<file path="src/rtl/uart_stream_pkg.sv">
// Shared encodings for the COREUART host-side stream controller.
package uart_stream_pkg;

  typedef enum logic [2:0] {
    IDLE   = 3'd0,
    WRITE  = 3'd1,
    TGUARD = 3'd2,
    READ   = 3'd3,
    RGUARD = 3'd4
  } state_e;

  typedef enum logic {
    GRANT_TX = 1'b0,
    GRANT_RX = 1'b1
  } grant_e;

  function automatic int unsigned max2(input int unsigned a, input int unsigned b);
    return (a > b) ? a : b;
  endfunction

endpackage

</file>
<file path="src/rtl/uart_sat_counter.sv">
// Saturating event counter with synchronous clear that overrides increment.
module uart_sat_counter #(
  parameter int WIDTH = 8
) (
  input  logic             CLK,
  input  logic             RESET_N,
  input  logic             inc,
  input  logic             clr,
  output logic [WIDTH-1:0] count
);

  // count register: clear wins, then increment until all-ones
  always_ff @(posedge CLK or negedge RESET_N) begin
    if (!RESET_N) begin
      count <= {WIDTH{1'b0}};
    end else if (clr) begin
      count <= {WIDTH{1'b0}};
    end else if (inc && (count != {WIDTH{1'b1}})) begin
      count <= count + {{(WIDTH-1){1'b0}}, 1'b1};
    end else begin
      count <= count;
    end
  end

endmodule

</file>
<file path="src/rtl/uart_stream_ctrl.sv">
// Bridges valid/ready byte streams to COREUART CSN/WEN/OEN strobes with
// round-robin TX/RX arbitration, guard intervals and saturating error counters.
module uart_stream_ctrl
  import uart_stream_pkg::*;
#(
  parameter int TX_GUARD = 3,
  parameter int RX_GUARD = 3,
  parameter int CNT_W    = 8
) (
  input  logic             CLK,
  input  logic             RESET_N,
  input  logic [7:0]       tx_data,
  input  logic             tx_valid,
  output logic             tx_ready,
  output logic [7:0]       rx_data,
  output logic             rx_perr,
  output logic             rx_ferr,
  output logic             rx_valid,
  input  logic             rx_ready,
  input  logic             clr_cnt,
  output logic [CNT_W-1:0] perr_cnt,
  output logic [CNT_W-1:0] ferr_cnt,
  output logic [CNT_W-1:0] ovf_cnt,
  output logic             CSN,
  output logic             WEN,
  output logic             OEN,
  output logic [7:0]       DATA_IN,
  input  logic             TXRDY,
  input  logic             RXRDY,
  input  logic [7:0]       DATA_OUT,
  input  logic             PARITY_ERR,
  input  logic             FRAMING_ERR,
  input  logic             OVERFLOW
);

  localparam int GUARD_MAX = int'(max2(TX_GUARD, RX_GUARD));
  localparam int GUARD_W   = (GUARD_MAX < 2) ? 1 : $clog2(GUARD_MAX);

  state_e             state_r;
  grant_e             last_grant_r;
  logic [GUARD_W-1:0] guard_cnt_r;
  logic               ovf_prev_r;
  logic               tx_elig_s;
  logic               rx_elig_s;
  logic               grant_tx_s;
  logic               grant_rx_s;
  logic               perr_inc_s;
  logic               ferr_inc_s;
  logic               ovf_inc_s;

  // arbiter: round-robin between TX and RX, only evaluated in IDLE and out of reset
  always_comb begin
    tx_elig_s  = tx_valid & TXRDY & RESET_N;
    rx_elig_s  = RXRDY & (~rx_valid | rx_ready) & RESET_N;
    grant_tx_s = 1'b0;
    grant_rx_s = 1'b0;
    if (state_r == IDLE) begin
      if (tx_elig_s && rx_elig_s) begin
        if (last_grant_r == GRANT_RX) begin
          grant_tx_s = 1'b1;
        end else begin
          grant_rx_s = 1'b1;
        end
      end else if (tx_elig_s) begin
        grant_tx_s = 1'b1;
      end else if (rx_elig_s) begin
        grant_rx_s = 1'b1;
      end else begin
        grant_tx_s = 1'b0;
        grant_rx_s = 1'b0;
      end
    end else begin
      grant_tx_s = 1'b0;
      grant_rx_s = 1'b0;
    end
  end

  assign tx_ready = grant_tx_s;

  // strobe FSM: strobes are set on entry to WRITE/READ so they come straight from flops
  always_ff @(posedge CLK or negedge RESET_N) begin
    if (!RESET_N) begin
      state_r      <= IDLE;
      last_grant_r <= GRANT_RX;
      guard_cnt_r  <= {GUARD_W{1'b0}};
      CSN          <= 1'b1;
      WEN          <= 1'b1;
      OEN          <= 1'b1;
      DATA_IN      <= 8'h00;
    end else begin
      case (state_r)
        IDLE: begin
          if (grant_tx_s) begin
            DATA_IN      <= tx_data;
            last_grant_r <= GRANT_TX;
            CSN          <= 1'b0;
            WEN          <= 1'b0;
            state_r      <= WRITE;
          end else if (grant_rx_s) begin
            last_grant_r <= GRANT_RX;
            CSN          <= 1'b0;
            OEN          <= 1'b0;
            state_r      <= READ;
          end else begin
            state_r <= IDLE;
          end
        end
        WRITE: begin
          CSN         <= 1'b1;
          WEN         <= 1'b1;
          guard_cnt_r <= {GUARD_W{1'b0}};
          state_r     <= TGUARD;
        end
        TGUARD: begin
          if (guard_cnt_r == GUARD_W'(TX_GUARD - 1)) begin
            state_r <= IDLE;
          end else begin
            guard_cnt_r <= guard_cnt_r + {{(GUARD_W-1){1'b0}}, 1'b1};
          end
        end
        READ: begin
          CSN         <= 1'b1;
          OEN         <= 1'b1;
          guard_cnt_r <= {GUARD_W{1'b0}};
          state_r     <= RGUARD;
        end
        RGUARD: begin
          if (guard_cnt_r == GUARD_W'(RX_GUARD - 1)) begin
            state_r <= IDLE;
          end else begin
            guard_cnt_r <= guard_cnt_r + {{(GUARD_W-1){1'b0}}, 1'b1};
          end
        end
        default: begin
          CSN     <= 1'b1;
          WEN     <= 1'b1;
          OEN     <= 1'b1;
          state_r <= IDLE;
        end
      endcase
    end
  end

  // output stream: a capture on the READ closing edge takes priority over the accept
  always_ff @(posedge CLK or negedge RESET_N) begin
    if (!RESET_N) begin
      rx_data  <= 8'h00;
      rx_perr  <= 1'b0;
      rx_ferr  <= 1'b0;
      rx_valid <= 1'b0;
    end else if (state_r == READ) begin
      rx_data  <= DATA_OUT;
      rx_perr  <= PARITY_ERR;
      rx_ferr  <= FRAMING_ERR;
      rx_valid <= 1'b1;
    end else if (rx_valid && rx_ready) begin
      rx_valid <= 1'b0;
    end else begin
      rx_valid <= rx_valid;
    end
  end

  // previous OVERFLOW level for rising-edge detection
  always_ff @(posedge CLK or negedge RESET_N) begin
    if (!RESET_N) begin
      ovf_prev_r <= 1'b0;
    end else begin
      ovf_prev_r <= OVERFLOW;
    end
  end

  assign perr_inc_s = (state_r == READ) & PARITY_ERR;
  assign ferr_inc_s = (state_r == READ) & FRAMING_ERR;
  assign ovf_inc_s  = OVERFLOW & ~ovf_prev_r;

  uart_sat_counter #(.WIDTH(CNT_W)) u_perr_cnt (
    .CLK(CLK), .RESET_N(RESET_N), .inc(perr_inc_s), .clr(clr_cnt), .count(perr_cnt)
  );

  uart_sat_counter #(.WIDTH(CNT_W)) u_ferr_cnt (
    .CLK(CLK), .RESET_N(RESET_N), .inc(ferr_inc_s), .clr(clr_cnt), .count(ferr_cnt)
  );

  uart_sat_counter #(.WIDTH(CNT_W)) u_ovf_cnt (
    .CLK(CLK), .RESET_N(RESET_N), .inc(ovf_inc_s), .clr(clr_cnt), .count(ovf_cnt)
  );

endmodule

</file>
<file path="config.mk">
export PLATFORM = sky130hd
export DESIGN_NAME = uart_stream_ctrl
export DESIGN_NICKNAME = d
export VERILOG_FILES = /design/src/rtl/uart_stream_pkg.sv /design/src/rtl/uart_sat_counter.sv /design/src/rtl/uart_stream_ctrl.sv
export SDC_FILE = /design/constraint.sdc
export NUM_CORES = 1
export LEC_CHECK = 0
export ABC_AREA = 1
export BUFFER_PORTS_ARGS = -buffer_cell sky130_fd_sc_hd__buf_2
export CAP_MARGIN = 10
export CELL_PAD_IN_SITES_DETAIL_PLACEMENT = 1
export CELL_PAD_IN_SITES_GLOBAL_PLACEMENT = 2
export CORE_ASPECT_RATIO = 1.2
export CORE_MARGIN = 4
export CORE_UTILIZATION = 26
export CTS_CLUSTER_DIAMETER = 40
export DETAILED_ROUTE_END_ITERATION = 12
export GPL_TIMING_DRIVEN = 0
export PLACE_DENSITY = 0.79
export RECOVER_POWER = 100
export SLEW_MARGIN = 5
export SYNTH_ARGS = -nofsm -noshare
export SYNTH_HDL_FRONTEND = slang
export SYNTH_SLANG_ARGS = --single-unit
</file>
<file path="constraint.sdc">
create_clock -name CLK -period 1.2 [get_ports CLK]
set_input_delay 0 -clock CLK [delete_from_list [all_inputs] [get_ports CLK]]
set_output_delay 0 -clock CLK [all_outputs]
set_load 0.02 [all_outputs]
</file>
==> metrics.md, run 1 <==
| Metric | Value |
|---|---|
| Final setup violation count | `40` |
| RSZ-0062 raised after global routing | `yes` |
| Average wire per standard cell | `14.4 um` |
| Initial Utilization | `between 20% and 30%` |
| Data arrival time of the worst path | `between 1 and 1.5 ns` |
| Worst EP required | `roughly 1.2 ns` |
| Hold_ws | `-0.342 ns` |
| Gp weighted congestion | `0.743` |
| Drt first pass iters | `4` |
| Minimum clock period | `~1.4 ns` |
| Count of distinct cell types in the synthesized netlist | `27` |
| Critical Path Fanout Max | `5` |
| Initial antenna violation count | `0` |
| Clock Skew | `0.00457 ns` |
| Pwr/cell area | `1720 nW/um^2` |
| Post-DRT Antenna Nets | `0` |
| DRC violations left | `0` |
| Logic gate share of total power | `36.4%` |
| Clock tree buffer depth | `2` |
| Largest net degree at the start of global routing | `between 50 and 60` |
| Die Footprint | `between 10000 and 15000 um^2` |
| Final hold vios | `just under 50` |
| Least-Margin Pin Slew | `about 0.54 ns` |
| Io pins | `73` |
| Drt via density | `between 4 and 5` |
| Relative slew margins | `between 60% and 70%` |
| Warnings, synthesis | `0` |
| Iteration-0 DRC count of the detailed router | `between 40 and 50` |
| Adder-cell share of the synthesized area | `under 10%` |
| Multi-input logic area | `1440 um^2` |
| Core ar. | `between 10000 and 15000 um^2` |
| Storage cell area | `about 1300 um^2` |
| Worst Setup Slack, final | `-0.181 ns` |
| Syn Nets | `roughly 380` |
| Startpoint types | `flop` |
| Crit path max-delay family | `simple AND/OR/NAND/NOR gates` |
| Fin Setup TNS | `-4.09 ns` |
| Synth-to-layout area growth | `51.1%` |
| R2R cell count | `8` |
| Clock Sink Count | `53` |
| Hold crit path type | `in -> async` |
| Maximum VDD drop | `0.000847 V` |
| Num CTS Buffers | `5` |
| Buf+Inv Stages, Crit Path | `3` |
| Fin cells | `601` |
| Final net count | `a little over 500` |
| Slew Viols, Final | `0` |
| Worst slack, placed | `-0.423 ns` |
| Critical Path Max Stage Delay | `0.37 ns` |
| Synth Register Bits | `53` |
| Tcrit/Tclk final | `115%` |
| Clock Root Buffer | `clkbuf_16` |
| Skew-Pair Late Insertion Delay | `0.30 ns` |
| Placement row count | `40` |
| CTS tree | `built` |
| Antenna Cells | `0` |
| Total congestion overflow | `0` |
| CTS HTree Levels | `2` |
| Post-synthesis cell count | `348` |
| Fmax | `0.724 GHz` |
| IO buf count | `just over 70` |
| Post-synthesis mux area share | `0%` |
| Avg Synthesized Cell Area | `about 7.8 um^2` |
| CP max-delay cell | `dfrtp_1` |
| Compound-cell area share of the yosys netlist | `approximately 4.2%` |
| Fillers | `between 1000 and 1500` |
| Violated checks | `negative hold slack, negative setup slack` |
| Post-Synth Simple-Gate Area | `37.1%` |
| Hold Buf Count CTS | `18` |
| Stages on worst setup path | `7` |
| Final wirelength | `between 8000 and 9000 um` |
| Seq/Total Area, Yosys | `about half` |
| R2r startpoint | `state_r[1]` |
| Crit. Startpoint | `state_r[1]` |
| Die X-Extent | `101 um` |
| Leakage power | `2.04 nW` |
| Net Sw Power | `about 2.6 mW` |
| GR Util All Layers | `14.4%` |
| Post-Synth XOR/XNOR Area | `1.94%` |
| Core Util, Final | `approximately 41%` |
| Largest family of logic cells by synthesized area | `simple AND/OR/NAND/NOR gates` |
| Switching part of the total power | `36.9%` |
| Ratio of cells with drive above 1 in the final layout | `roughly 34%` |
| Die Ht | `~120 um` |
| Reg2reg end | `u_perr_cnt.count[2]` |
| First-pass GRT wire length | `about 14000 um` |
| DP Cell Count | `about 550` |
| Vias in the first global route | `approximately 3000` |
| Post-Syn Area | `2720 um^2` |
| DP HPWL | `roughly 5700 um` |
| Crit path to | `tx_ready` |
| Clock power share | `27.0%` |
| Internal power | `4.46 mW` |
| Placed inst area | `3320 um^2` |
| Crit Path Category | `reg -> out` |
| Status | `finished, violations left` |
| Sequential share of power | `36.5%` |
| Reg clk slew, reported paths | `about 0.070 ns` |
| Total number of vias | `2779` |
| Max Cap Viol | `0` |
| CP Cell Sequence | `buf_6 > nor2_4 > nand2_2 > nor2_4 > nand2_4 > clkinv_4 > buf_6` |
| Reg2Reg Setup Slack | `-0.15 ns` |
| Worst setup EP type | `output pin` |
| Finished Cell Area | `slightly above 4000 um^2` |
==> per-layer routing <==
| layer | global-route usage [%] | vias to the layer above | wire (um) |
|---|---|---|---|
| li1 | - | 1356 | - |
| met1 | 16.6 | 1351 | 3430 |
| met2 | 25.8 | 61 | 4610 |
| met3 | 4.13 | 11 | 492 |
| met4 | 3.66 | 0 | 113 |
| met5 | 0 | - | 0 |
==> worst min-delay path by stage <==
stage             start                  end  slack (ns)  cells after the start
3_5_place_dp    RESET_N           ovf_prev_r        0.12                      1
6_report        RESET_N   u_ovf_cnt.count[6]       -0.34                      1
5_1_grt         RESET_N  u_ferr_cnt.count[0]       -0.29                      1
2_1_floorplan   RESET_N           DATA_IN[0]       -0.30                      0
4_1_cts         RESET_N           ovf_prev_r       -0.31                      1
3_3_place_gp   OVERFLOW           ovf_prev_r        0.12                      1
==> stage by stage <==
step,total power [mW],hold WS [ns]
after floorplan,3.85,-0.296
after global placement,4.54,0.125
after detailed placement,4.61,0.124
after CTS,6.87,-0.314
after global routing,7.54,-0.290
final,7.07,-0.342
==> logic make-up after synthesis <==
group                    Yosys count
AO/OA/AOI/OAI                     15
XOR/XNOR                           6
adder cells (fa/ha/maj)            4
buffers and inverters             37
flip-flops                        53
AND/OR/NAND/NOR                  233
==> layout by cell type, fill, tap and decap left out, types with 3 or more instances in the layout <==
master,Yosys,final
nand2_2,2,21
xor2_1,6,6
nand2_1,150,126
nand4_1,13,13
nand3_2,0,5
nand2_4,0,5
clkbuf_16,0,5
buf_2,3,39
inv_4,0,5
o21bai_1,3,3
nor2_4,5,9
buf_4,0,21
dfrtp_1,49,36
dfstp_2,4,4
nand3_1,34,27
dfrtp_2,0,13
inv_1,30,25
buf_6,2,10
dlygate4sd3_1,0,18
ha_4,0,3
clkbuf_1,0,33
nor2_1,24,20
==> sequential cells by signal (all words and copies together), names as in the netlist <==
signal	flops
rx_perr	1
rx_ferr	1
u_perr_cnt.count	8
CSN	1
u_ferr_cnt.count	8
state_r	3
rx_data	8
last_grant_r	1
OEN	1
WEN	1
DATA_IN	8
guard_cnt_r	2
rx_valid	1
u_ovf_cnt.count	8
ovf_prev_r	1
==> synth_stat cells <==
cell | n | area share [%]
a21oi_2 | 1 | 0.32
inv_2 | 1 | 0.14
buf_6 | 2 | 0.83
ha_1 | 4 | 1.8
dfstp_2 | 4 | 3.9
nor2_2 | 2 | 0.46
nand4_1 | 13 | 3.0
nor2_1 | 24 | 3.3
nand2_2 | 2 | 0.46
nand3_1 | 34 | 6.3
a21boi_4 | 1 | 0.69
o21bai_1 | 3 | 0.83
o21ai_1 | 1 | 0.18
buf_2 | 3 | 0.55
dfrtp_1 | 49 | 45
o21ai_2 | 1 | 0.32
a21oi_1 | 3 | 0.55
nand2_1 | 150 | 21
inv_1 | 30 | 4.1
nor2_4 | 5 | 2.1
a21oi_4 | 1 | 0.60
clkinv_2 | 1 | 0.18
and2_2 | 1 | 0.28
o21ai_0 | 4 | 0.74
or2_2 | 1 | 0.23
nand3b_1 | 1 | 0.28
xor2_1 | 6 | 1.9
==> power by group through the flow <==
stage                     clock, mW  sequential (mW)  combinational, mW
after global placement            0             2.56               1.97
final                          1.91             2.58               2.58
after detailed placement          0             2.58               2.03
after CTS                      1.98             2.56               2.32
after floorplan                   0             3.01              0.841
after global routing           2.03             2.65               2.86
==> layout make-up <==
class	instances	area share (%)
Buffer	4	0.885
Multi-Input combinational cell	258	35.2
Tap cell	126	3.84
Clock buffer	5	3.05
Sequential cell	53	32.9
Timing Repair Buffer	120	19.1
Inverter	32	3.48
Clock inverter	3	1.59
==> repair_timing <==
| action | in CTS | in global routing |
|---|---|---|
| gates cloned | 1 | 0 |
| endpoints found under the hold margin | 67 | 49 |
| setup endpoints to repair | 50 | 53 |
| resized for setup | 34 | 41 |
| buffers inserted | 19 | 11 |
| pin swaps | 22 | 24 |
(Power assumes the default switching activity.)
==> inputs of run 2 (changes only) <==
- ABC_AREA: 1 -> unset
- BUFFER_PORTS_ARGS: -buffer_cell sky130_fd_sc_hd__buf_2 -> -buffer_cell sky130_fd_sc_hd__buf_4
- CORE_UTILIZATION: 26 -> 29
- PLACE_DENSITY: 0.79 -> 0.8
==> run 2 against run 1 <==
Compared with the run above: the flow still finishes with violations (negative hold slack, negative setup slack); worst setup slack worse by 0.32 ns; register-to-register slack worse by 0.34 ns; area after synthesis down 6.3%; synthesized cell count down 33%; critical path type unchanged.
==> metrics.md, run 2 <==
| Metric | Value |
|---|---|
| Status | `finished, violations left` |
| Violated checks | `negative hold slack, negative setup slack` |
| DP HPWL | `4970 um (-12%)` |
| Vias in the first global route | `2764 (-8.1%)` |
| Tcrit/Tclk final | `142% (+27 points)` |
| R2r startpoint | `state_r[2]` |
| Placement row count | `37 (-7.5%)` |
| Cell with the most instances after synthesis | `dfrtp_1` |
| Clock Skew | `0.0102 ns (+0.00559 ns)` |
| Hold Buf Count CTS | `18 (unchanged)` |
| Maximum VDD drop | `0.000965 V (+14%)` |
| Post-Syn Area | `2540 um^2 (-6.3%)` |
| Total number of vias | `2511 (-9.6%)` |
| IO buf count | `71 (-1.4%)` |
| Commonest non-fill, non-tap cell in the layout | `buf_4` |
| CTS HTree Levels | `2 (unchanged)` |
| Ratio of cells with drive above 1 in the final layout | `66.1% (+32 points)` |
| Yosys top cell area share | `48.2% (+3.0 points)` |
| Final net count | `424 (-16%)` |
| Largest cells by area after synthesis | `dfrtp_1 (48%), mux2_2 (4.4%), dfstp_2 (4.1%)` |
| Data arrival time of the worst path | `1.70 ns (+0.32 ns)` |
| Final wirelength | `8970 um (+3.8%)` |
| Post-synth top area cell | `dfrtp_1` |
| CTS tree | `built` |
| Average wire per standard cell | `17.5 um (+22%)` |
| Storage cell area | `1360 um^2 (+0.74%)` |
| GR Util All Layers | `17.2% (+2.8 points)` |
| Warnings, synthesis | `0 (unchanged)` |
| Synth cell count leaders | `dfrtp_1 (49), nor2_1 (22), nand2_1 (14)` |
| DP Cell Count | `420 (-23%)` |
| Post-synthesis cell count | `232 (-33%)` |
| Critical Path Fanout Max | `8 (+3)` |
| Final setup violation count | `52 (+30%)` |
| Syn Nets | `262 (-31%)` |
| Max Cap Viol | `0 (unchanged)` |
| Reg clk slew, reported paths | `0.10 ns (+0.03 ns)` |
| Pwr/cell area | `1720 nW/um^2 (-0.46%)` |
| Multi-input logic area | `1570 um^2 (+8.7%)` |
| Relative slew margins | `50.5% (-13 points)` |
| Worst EP required | `1.20 ns (about the same)` |
| RSZ-0062 raised after global routing | `yes` |
| Crit Path Category | `reg -> out` |
| Clock Root Buffer | `clkbuf_8` |
| DRC violations left | `0 (unchanged)` |
| Hold crit path type | `in -> async` |
| Asr flop ratio synth | `100% (unchanged)` |
| Avg Synthesized Cell Area | `11.0 um^2 (+41%)` |
| Top_reg_cell synth | `dfrtp_1` |
| Hold_ws | `-0.276 ns (+0.0657 ns)` |
| Die X-Extent | `93.5 um (-7.7%)` |
| R2R cell count | `6 (-2)` |
| Clock tree buffer depth | `2 (unchanged)` |
| Worst Setup Slack, final | `-0.503 ns (-0.321 ns)` |
| Least-Margin Pin Slew | `0.742 ns (+0.201 ns)` |
| Final hold vios | `49 (unchanged)` |
| Fillers | `915 (-26%)` |
| Count of distinct cell types in the synthesized netlist | `50 (+85%)` |
| Startpoint types | `flop` |
| Num CTS Buffers | `5 (unchanged)` |
| Reg2reg end | `DATA_IN[1]` |
| Post-synth EDFFs | `0 (unchanged)` |
| Commonest cells after routing, fill and taps aside | `buf_4 (114), dfrtp_1 (28), buf_6 (24)` |
| Fin cells | `512 (-15%)` |
| Antenna Cells | `0 (unchanged)` |
| Skew-Pair Late Insertion Delay | `0.32 ns (+0.02 ns)` |
| Synth-to-layout area growth | `82.4%` |
| Drt first pass iters | `4 (unchanged)` |
| Gp weighted congestion | `0.793 (+6.7%)` |
| Fin Setup TNS | `-15.40 ns (-11.31 ns)` |
| Clock Sink Count | `53 (unchanged)` |
| Die Ht | `111 um (-7.8%)` |
| Seq/Total Area, Yosys | `52.3% (+3.3 points)` |
| Worst slack, placed | `-0.675 ns (-0.252 ns)` |
| First-pass GRT wire length | `14300 um (+0.39%)` |
| Total power | `7.96 mW (+13%)` |
| Initial antenna violation count | `0 (unchanged)` |
| Fmax | `0.587 GHz (-19%)` |
| Synth Register Bits | `53 (unchanged)` |
| Total congestion overflow | `0 (unchanged)` |
| Core ar. | `8560 um^2 (-15%)` |
| Initial Utilization | `29.7% (+2.8 points)` |
| Leakage power | `2.09 nW (+2.5%)` |
| Iteration-0 DRC count of the detailed router | `106 (+140%)` |
| Io pins | `73 (unchanged)` |
| Worst setup EP type | `output pin` |
| Reg2Reg Setup Slack | `-0.49 ns (-0.34 ns)` |
| Post-DRT Antenna Nets | `0 (unchanged)` |
| Drt via density | `4.90 (+6.1%)` |
| Slew Viols, Final | `0 (unchanged)` |
| Die Footprint | `10300 um^2 (-15%)` |
| Largest net degree at the start of global routing | `58 (+1.8%)` |
| Minimum clock period | `1.70 ns (+0.321 ns)` |
[run 2: power by group]
group	total, mW	switching (mW)	internal (mW)
clock	1.33	0.653	0.680
sequential	2.68	0.360	2.32
combinational	3.96	1.82	2.13
total	7.96	2.83	5.13
[run 2: critical path: stages (launching register included)]
cell and delay (ns):
dfrtp_2 0.46, nor3_4 0.20, nand4_1 0.13, or2_4 0.31, buf_12 0.15, clkinv_4 0.04
buf_6 0.10
[run 2: through the flow]
| step | utilization [%] | instance area [um^2] |
|---|---|---|
| after floorplan | - | 2710 |
| after global placement | 39.6 | 3390 |
| after detailed placement | 39.6 | 3390 |
| after CTS | 50.8 | 4350 |
| after global routing | 54.2 | 4640 |
| final | 54.2 | 4640 |
[run 2: routing by layer]
metal | track usage (%) | up-vias | wire (um)
met5 | 0 | - | 0
li1 | - | 1165 | -
met4 | 4.59 | 0 | 130
met2 | 31.7 | 48 | 5050
met1 | 19.5 | 1286 | 3400
met3 | 4.02 | 12 | 387
[run 2: kinds of logic (layout without fill, tap and decap cells)]
group           Yosys count  after routing  share of synthesized area, %
simple gates             83             83                          17.1
buf+inv                  17            180                          3.00
flops                    53             53                          52.3
compound gates           46             46                          12.9
mux                      20             20                          9.54
fa+ha+maj                 4              4                          1.97
xor+xnor                  9              9                          3.10
[run 2: how the worst max path moves through the flow]
stage | start | endpoint | slack (ns)
floorplan | state_r[0] | DATA_IN[0] | -0.33
global placement | RESET_N | DATA_IN[3] | -0.64
detailed placement | RESET_N | DATA_IN[0] | -0.68
CTS | state_r[1] | tx_ready | -0.51
global route | state_r[2] | tx_ready | -0.59
finish | state_r[2] | tx_ready | -0.50
[run 2: area by class of cell]
type                    count  share of cell area [%]
plain buffers               5                    1.11
clock buffers               6                    1.78
clock inverters             2                   0.809
inverters                   8                   0.863
multi-input cells         162                    33.8
flip-flops and latches     53                    29.3
well taps                 117                    3.15
repair buffers            159                    29.2
[run 2: timing repair]
item / in CTS / in global routing
gates resized for setup: 73 / 44
setup buffers: 51 / 22
pin swaps: 41 / 27
setup endpoints to repair: 52 / 52
hold endpoints to repair: 67 / 49
==> inputs of run 3 (changes only) <==
- CORE_UTILIZATION: 29 -> 32
- PLACE_DENSITY: 0.8 -> 0.84
- clock period: 1.2 -> 1.65 ns (I/O delays scaled with it)
==> run 3 against run 2 <==
Compared with the run above: sequential power shrank 29%; the flow still finishes with violations (negative hold slack, negative setup slack); count of clock-buffer cells in the layout is the same; wire length shrank 20%; largest power group unchanged; register-to-register slack gained 0.38 ns; critical path depth is the same; critical path type is now reg -> reg; non-clock buffer count shrank 47; critical endpoint is now DATA_IN[1].
==> metrics.md, run 3 (synthesis results as in run 2) <==
| Metric | Value |
|---|---|
| Iteration-0 DRC count of the detailed router | `82 (-23%)` |
| Clock Skew | `0.00566 ns (-0.00450 ns)` |
| Violated checks | `negative hold slack, negative setup slack` |
| CTS tree | `built` |
| Maximum VDD drop | `0.000750 V (-22%)` |
| Crit Path Category | `reg -> reg` |
| Final net count | `378 (-11%)` |
| Leakage power | `1.75 nW (-16%)` |
| Critical Path Fanout Max | `4 (-4)` |
| DP HPWL | `4700 um (-5.4%)` |
| Status | `finished, violations left` |
| Core ar. | `7710 um^2 (-10%)` |
| Fillers | `847 (-7.4%)` |
| Drt first pass iters | `4 (unchanged)` |
| Commonest non-fill, non-tap cell in the layout | `buf_4` |
| Skew-Pair Late Insertion Delay | `0.31 ns (about the same)` |
| Worst Setup Slack, final | `-0.110 ns (+0.393 ns)` |
| Drt via density | `5.16 (+5.3%)` |
| Commonest cells after routing, fill and taps aside | `buf_4 (88), dfrtp_1 (46), nor2_1 (22)` |
| Gp weighted congestion | `0.756 (-4.7%)` |
| Post-DRT Antenna Nets | `0 (unchanged)` |
| Clock Root Buffer | `clkbuf_8` |
| Total congestion overflow | `0 (unchanged)` |
| Minimum clock period | `approximately 1.8 ns` |
| Initial Utilization | `33.0% (+3.3 points)` |
| IO buf count | `71 (unchanged)` |
| Hold crit path type | `in -> async` |
| Final setup violation count | `9 (-83%)` |
| Core Util, Final | `49.2% (-5.0 points)` |
| Largest net degree at the start of global routing | `58 (unchanged)` |
| Worst setup EP type | `flop` |
| Max Cap Viol | `0 (unchanged)` |
| Num CTS Buffers | `5 (unchanged)` |
| Ratio of cells with drive above 1 in the final layout | `44.7% (-21 points)` |
| Tcrit/Tclk final | `107%` |
| Die X-Extent | `89.4 um (-4.4%)` |
| DRC violations left | `0 (unchanged)` |
| CTS HTree Levels | `2 (unchanged)` |
| GR Util All Layers | `15.7% (-1.5 points)` |
| Initial antenna violation count | `0 (unchanged)` |
| Io pins | `73 (unchanged)` |
| Crit. Startpoint | `state_r[2]` |
| Die Footprint | `9450 um^2 (-8.7%)` |
| Total number of vias | `2277 (-9.3%)` |
| Relative slew margins | `52.1% (+1.6 points)` |
| Vias in the first global route | `2411 (-13%)` |
| Average wire per standard cell | `16.3 um (-6.9%)` |
| Placement row count | `35 (-5.4%)` |
| Hold_ws | `-0.276 ns (+0.000678 ns)` |
| Reg clk slew, reported paths | `0.10 ns (about the same)` |
| Synth-to-layout area growth | `48.9%` |
| Antenna Cells | `0 (unchanged)` |
| Hold Buf Count CTS | `18 (unchanged)` |
| Clock Sink Count | `53 (unchanged)` |
| R2r startpoint | `state_r[2]` |
| Least-Margin Pin Slew | `0.719 ns (-0.0236 ns)` |
| Slew Viols, Final | `0 (unchanged)` |
| Pwr/cell area | `1270 nW/um^2 (-26%)` |
| Final wirelength | `7190 um (-20%)` |
| Die Ht | `106 um (-4.5%)` |
| Worst EP required | `1.85 ns (+0.65 ns)` |
| RSZ-0062 raised after global routing | `yes` |
| Final hold vios | `49 (unchanged)` |
| Startpoint types | `flop` |
| Fmax | `approximately 0.57 GHz` |
| Data arrival time of the worst path | `1.96 ns (+0.26 ns)` |
| Clock tree buffer depth | `2 (unchanged)` |
| First-pass GRT wire length | `12000 um (-16%)` |
## run 3: cell count changes in the layout (fill, tap and decap cells not counted), sizes merged
cell	previous run	this run
buf	144	95
clkbuf	8	10
bufinv	1	0
clkinv	1	2
clkinvlp	1	0
inv	7	8
o21ai	8	9
## run 3: report_power, final
part | total (mW) | internal (mW) | switching, mW
logic | 2.10 | 1.06 | 1.04
clock network | 0.796 | 0.342 | 0.455
registers | 1.90 | 1.68 | 0.225
total | 4.80 | 3.08 | 1.72
## run 3: worst paths after layout
path	endpoint	slack, ns	cells after the start
worst max-delay path	DATA_IN[1]	-0.11	6
worst min-delay path	u_ovf_cnt.count[6]	-0.28	1
worst max register to register	DATA_IN[1]	-0.11	6
worst min register to register	rx_ferr	0.49	1
max in group asynchronous	u_ferr_cnt.count[2]	1.39	1
min in group CLK	state_r[0]	0.03	3
## run 3: cell type report
type	instances	area (um^2)	area share (%)
Tap cell	92	115	3.04
Inverter	8	30.0	0.793
Clock buffer	6	82.6	2.18
Buffer	8	62.6	1.65
Multi-Input combinational cell	163	1270	33.7
Clock inverter	2	13.8	0.363
Timing Repair Buffer	109	875	23.1
Sequential cell	53	1340	35.2
## run 3: through the flow
step                      TNS, ns  std cells  cell area, um^2  setup slack [ns]  power (mW)
after floorplan                 0        232             2550            0.0177        3.04
after global placement      -1.16        395             3200            -0.182        3.72
after detailed placement    -1.69        395             3200            -0.226        3.77
after CTS                  -0.273        427             3590            -0.106        4.72
after global routing        -1.41        441             3790            -0.174        5.14
final                      -0.564        441             3790            -0.110        4.80
## run 3: metal layers
metal	vias up	share of wire (%)	track usage [%]
met5	-	0	0
met4	0	0.71	2.66
met3	6	5.2	3.75
met2	47	54	27.4
met1	1142	40	19.6
li1	1082	-	-
## run 3: worst max-delay path: stages, from the launching register on
cell and delay (ns):
dfrtp_2 0.45, nor3_4 0.22, nand4_1 0.16, or2_4 0.31
buf_4 0.14, buf_6 0.11, mux2_2 0.26
## run 3: what timing repair did
item                                    4_1_cts  5_1_grt
pin swaps                                     3       11
gates cloned                                  0        1
hold endpoints to repair                     67       49
resized for setup                            14       28
setup buffers                                 6       14
endpoints found under the setup margin       24       36
